<file path="src/rtl/if_stage.sv">
// Dual-issue instruction fetch: one PC register fetching an aligned 64-bit line
// and presenting up to two instructions per cycle, with branch redirects.
module if_stage (
    input  logic        clock,
    input  logic        reset,
    input  logic [63:0] Imem2proc_data,
    input  logic        IR_valid,
    input  logic        access_memory,
    input  logic        rs_full,
    input  logic        non_ins_en_in,
    input  logic        rs_almost_full,
    input  logic        one_ins_en_in,
    input  logic        need_take_branchA,
    input  logic        need_take_branchB,
    input  logic [63:0] branch_target_PCA,
    input  logic [63:0] branch_target_PCB,
    input  logic        mispredict_branchA,
    input  logic        mispredict_branchB,
    input  logic [63:0] ex_NPCA,
    input  logic [63:0] ex_NPCB,
    output logic [63:0] proc2Imem_addr,
    output logic [31:0] if_IRA_out,
    output logic [31:0] if_IRB_out,
    output logic [63:0] if_PCA_out,
    output logic [63:0] if_PCB_out,
    output logic [63:0] if_NPCA_out,
    output logic [63:0] if_NPCB_out,
    output logic        if_valid_instA_out,
    output logic        if_valid_instB_out,
    output logic        branch_predictionA,
    output logic        branch_predictionB
);

    logic [63:0] pc_q;
    logic [63:0] pc_d;
    logic        redirect;
    logic [63:0] redirect_pc;
    logic        fetch_ok;
    logic        valid_a;
    logic        valid_b;

    // Older slot A wins; within a slot a taken-branch fix outranks a not-taken fix.
    always_comb begin
        redirect    = 1'b1;
        redirect_pc = 64'h0;
        if (need_take_branchA) begin
            redirect_pc = branch_target_PCA;
        end else if (mispredict_branchA) begin
            redirect_pc = ex_NPCA;
        end else if (need_take_branchB) begin
            redirect_pc = branch_target_PCB;
        end else if (mispredict_branchB) begin
            redirect_pc = ex_NPCB;
        end else begin
            redirect = 1'b0;
        end
    end

    assign fetch_ok = IR_valid & ~access_memory & ~rs_full & ~non_ins_en_in & ~redirect & ~reset;
    assign valid_a  = fetch_ok;
    assign valid_b  = fetch_ok & ~pc_q[2] & ~rs_almost_full & ~one_ins_en_in;

    always_comb begin
        pc_d = pc_q;
        if (redirect) begin
            pc_d = redirect_pc;
        end else if (valid_b) begin
            pc_d = pc_q + 64'd8;
        end else if (valid_a) begin
            pc_d = pc_q + 64'd4;
        end
    end

    always_ff @(posedge clock) begin
        if (reset) begin
            pc_q <= 64'h0;
        end else begin
            pc_q <= pc_d;
        end
    end

    assign proc2Imem_addr     = {pc_q[63:3], 3'b000};
    // An odd-word PC only has the upper word of the line left to issue.
    assign if_IRA_out         = pc_q[2] ? Imem2proc_data[63:32] : Imem2proc_data[31:0];
    assign if_IRB_out         = pc_q[2] ? 32'h0 : Imem2proc_data[63:32];
    assign if_PCA_out         = pc_q;
    assign if_PCB_out         = pc_q + 64'd4;
    assign if_NPCA_out        = pc_q + 64'd4;
    assign if_NPCB_out        = pc_q + 64'd8;
    assign if_valid_instA_out = valid_a;
    assign if_valid_instB_out = valid_b;
    assign branch_predictionA = 1'b0;
    assign branch_predictionB = 1'b0;

endmodule

</file>
<file path="config.mk">
export PLATFORM = sky130hd
export DESIGN_NAME = if_stage
export DESIGN_NICKNAME = d
export VERILOG_FILES = /design/src/rtl/if_stage.sv
export SDC_FILE = /design/constraint.sdc
export NUM_CORES = 1
export LEC_CHECK = 0
export CORE_AREA = 2 2 283 285
export DETAILED_ROUTE_END_ITERATION = 12
export DIE_AREA = 0 0 285 287
export PLACE_DENSITY_LB_ADDON = 0.3
export SETUP_SLACK_MARGIN = 0.15
export SYNTH_ARGS = -nofsm -noshare
export SYNTH_HDL_FRONTEND = slang
export SYNTH_SLANG_ARGS = --single-unit
</file>
<file path="constraint.sdc">
create_clock -name clock -period 3.3 [get_ports clock]
set_input_delay 0.66 -clock clock [delete_from_list [all_inputs] [get_ports clock]]
set_output_delay 0.66 -clock clock [all_outputs]
set_load 0.1 [all_outputs]
</file>
==> results <==
-- per-layer routing --
metal	global-route usage, %	vias to the layer above
li1	-	6208
met1	25.5	6600
met2	32.0	601
met3	3.52	86
met4	3.65	18
met5	0	-
-- cell type report --
class	count	area, um2
fillers	8190	54700
clock inverters	4	45.0
diodes	5	12.5
inverters	22	86.3
multi-input cells	990	9660
flip-flops and latches	64	1500
repair buffers	1026	11100
clock buffers	12	246
well taps	1050	1310
-- logic make-up (layout without fill, tap and decap cells) --
logic type,after synthesis,in the layout,share of synthesized area [%]
AOI/OAI and AO/OA,261,261,20.0
xor gates and xnor gates,152,152,14.1
adders and majority gates,2,2,0.264
buffers and inverters,290,1064,17.6
DFF,64,64,13.5
muxes,43,43,5.00
other,1,10,0.0396
and+or+nand+nor,527,527,29.6
-- power groups by stage --
stage / Combinational (mW) / Clock [mW] / Sequential [mW]
after CTS: 5.60 / 1.06 / 0.944
after global placement: 5.44 / 0 / 1.02
after floorplan: 3.48 / 0 / 1.36
after global routing: 5.73 / 1.09 / 0.953
final: 5.58 / 1.04 / 0.947
after detailed placement: 5.45 / 0 / 1.02
-- worst paths after layout --
check / startpoint / to / slack [ps] / cells past startpoint
setup / recovery: if_PCA_out[3] / if_NPCA_out[39] / 30 / 10
hold / removal: if_PCA_out[9] / if_PCA_out[9] / 550 / 1
setup reg to reg: if_PCA_out[2] / if_PCA_out[15] / 490 / 9
hold reg to reg: if_PCA_out[9] / if_PCA_out[9] / 550 / 1
-- placed cells by master, fill, tap and decap left out, types with 10 or more instances in the layout --
cell             synthesis  final
a211o_1                 11     11
dfxtp_4                  0     55
o21ai_0                 21     21
o22ai_1                 22     22
clkdlybuf4s50_1          0    327
nor2_2                   1     12
nand3_4                  0     15
buf_12                   0    188
nor3_4                   0     11
nor2_1                 119     58
buf_4                  140    464
nor4_1                  20     13
nand2_4                  0     10
nor2_4                   1     51
mux2_2                  34     34
nand3_1                 34     13
nor2b_1                 81     70
nand4_1                 42     42
xnor2_4                  0     42
xnor2_1                 80     27
xor2_4                   0     55
inv_1                   21     20
xnor2_2                  0     11
a211oi_1                17     17
nand2_1                 75     51
buf_6                    3     43
nand2_2                  1     13
a21oi_1                 67     67
nor3_1                  87     73
a221oi_1                77     77
nor2b_2                  0     10
-- per-stage QoR --
stage                     TNS, ps  total power [mW]  setup WS (ps)
after global placement       -413              6.46           -185
after detailed placement     -558              6.47           -182
after CTS                    -208              7.60          -38.2
after global routing         -690              7.77          -66.3
final                           0              7.57           29.6
after floorplan            -15300              4.84           -452
-- timing repair --
| action | 4_1_cts | 5_1_grt |
|---|---|---|
| buffers inserted | 104 | 26 |
| setup endpoints to repair | 135 | 115 |
| resized for setup | 104 | 51 |
| gates cloned | 0 | 0 |
| pin swaps | 65 | 62 |
| hold buffers | 0 | 0 |
-- critical path, stage by stage, from the launching register on --
cell and delay (ps):
dfxtp_4 360, ha_4 150, buf_4 130, and3_2 200
nand3_2 100, or3_4 400, nor3_4 150, buf_6 160
nand3_4 100, xnor2_4 280, buf_12 220
==> results.ini <==
[sta]
rsz0062_at_grt = yes
hold_viol = 0
fmax_ghz = 0.306
worstMarginPinSlew_ps = 998
relSlewSlack_pct = 33.5
whs_ps = 553
setup_viol = 0
fin_skew_ps = 13.9
fin_crit_sh_pct = 99.1
drv_slew = 0
period_needed_ps = 3270

[synthesis]
yosys_most_used_dff = dfxtp_1
synthArstFlopShare_pct = 0
syn_inst = 1340
synth.most_common_cell = buf_4
ys_types = 69
synth_edf_count = 0
synth_area_per_cell_um2 = 7.06
yosys.area.top_type = dfxtp_1
synth_area_leaders = dfxtp_1 14%, buf_4 11%, xnor2_1 7.4%
yosys_warnings = 0
synth_top_area_share_pct = 13.5
synthesis.area_um2 = 9460
ys_seq_area_share_pct = 13.5
synth-seq-cells = 64
synth_commonest_cells = 140 x buf_4, 119 x nor2_1, 99 x clkbuf_1

[die]
row_count = 103
core_area_um2 = 78600
die_area_um2 = 81800
die_w_um = 285
dieHeight_um = 287
initial_core_util_pct = 12.0
ioPinCount = 720

[place]
placement.io_buffers = 714
routabilityCongestion = 0.909
dp_cells = 3022
place_hpwl_mm = 69.0
dpl-instance-area_um2 = 21900

[finish]
largest_register_ffs = 64
finalNonFillerCells = 3173
drive_gt1_share_pct = 52.6
fin_nets = 2447
syn_to_final_growth_pct = 153
fin_util_pct = 30.4
design_area_um2 = 23900

[pwr]
internal_power_mw = 3.17
powerDensity_nw_per_um2 = 316
seqPwrFrac_pct = 12.5
clkPwrFrac_pct = 13.7
switching_share_pct = 58.1
p_comb_share_pct = 73.8
p_sw_mw = 4.40
leakagePower_nw = 9.32
ir_drop_v = 0.000183

[drt]
firstDrtPassIters = 5
wirelength_mm = 81.1
met1Wirelength_mm = 36.3
wl_per_cell_um = 25.6
via_per_inst = 4.26
drt-initial-drc-count = 720
met3WireLength_mm = 4.41
wl_met2_mm = 38.6
vias = 13500
ant_nets = 0
topRoutingLayerUsed = met5
drc = 0

[worst_setup_path]
path_class = flip-flop to output port
crit_arrival_ps = 2610
cp-start-kind = flip-flop
critPathMaxFanout = 3
critPathRequiredTime_ps = 2640
endpoint_kind = output port

[cts]
clockRootBuffer = clkbuf_16
cts_inserted_buffers = 9
path_clk_slew_ps = 60
clkSinkCount = 64
cts_tree = built
cts_buffer_depth = 2
clk_latency_ps = 360
htree_levels = 3

[grt]
grt_max_degree = 130
grt_pass1_wl_mm = 110
gr-total-overflow = 0
antenna_found_initial = 13
grt_pass1_vias = 13800
track_usage_pct = 19.0

[hold_path]
hp-class = flip-flop to flip-flop

[status]
status = completed

[flow_run]
cap_violations = 0

Power figures use the tool's default switching activity.
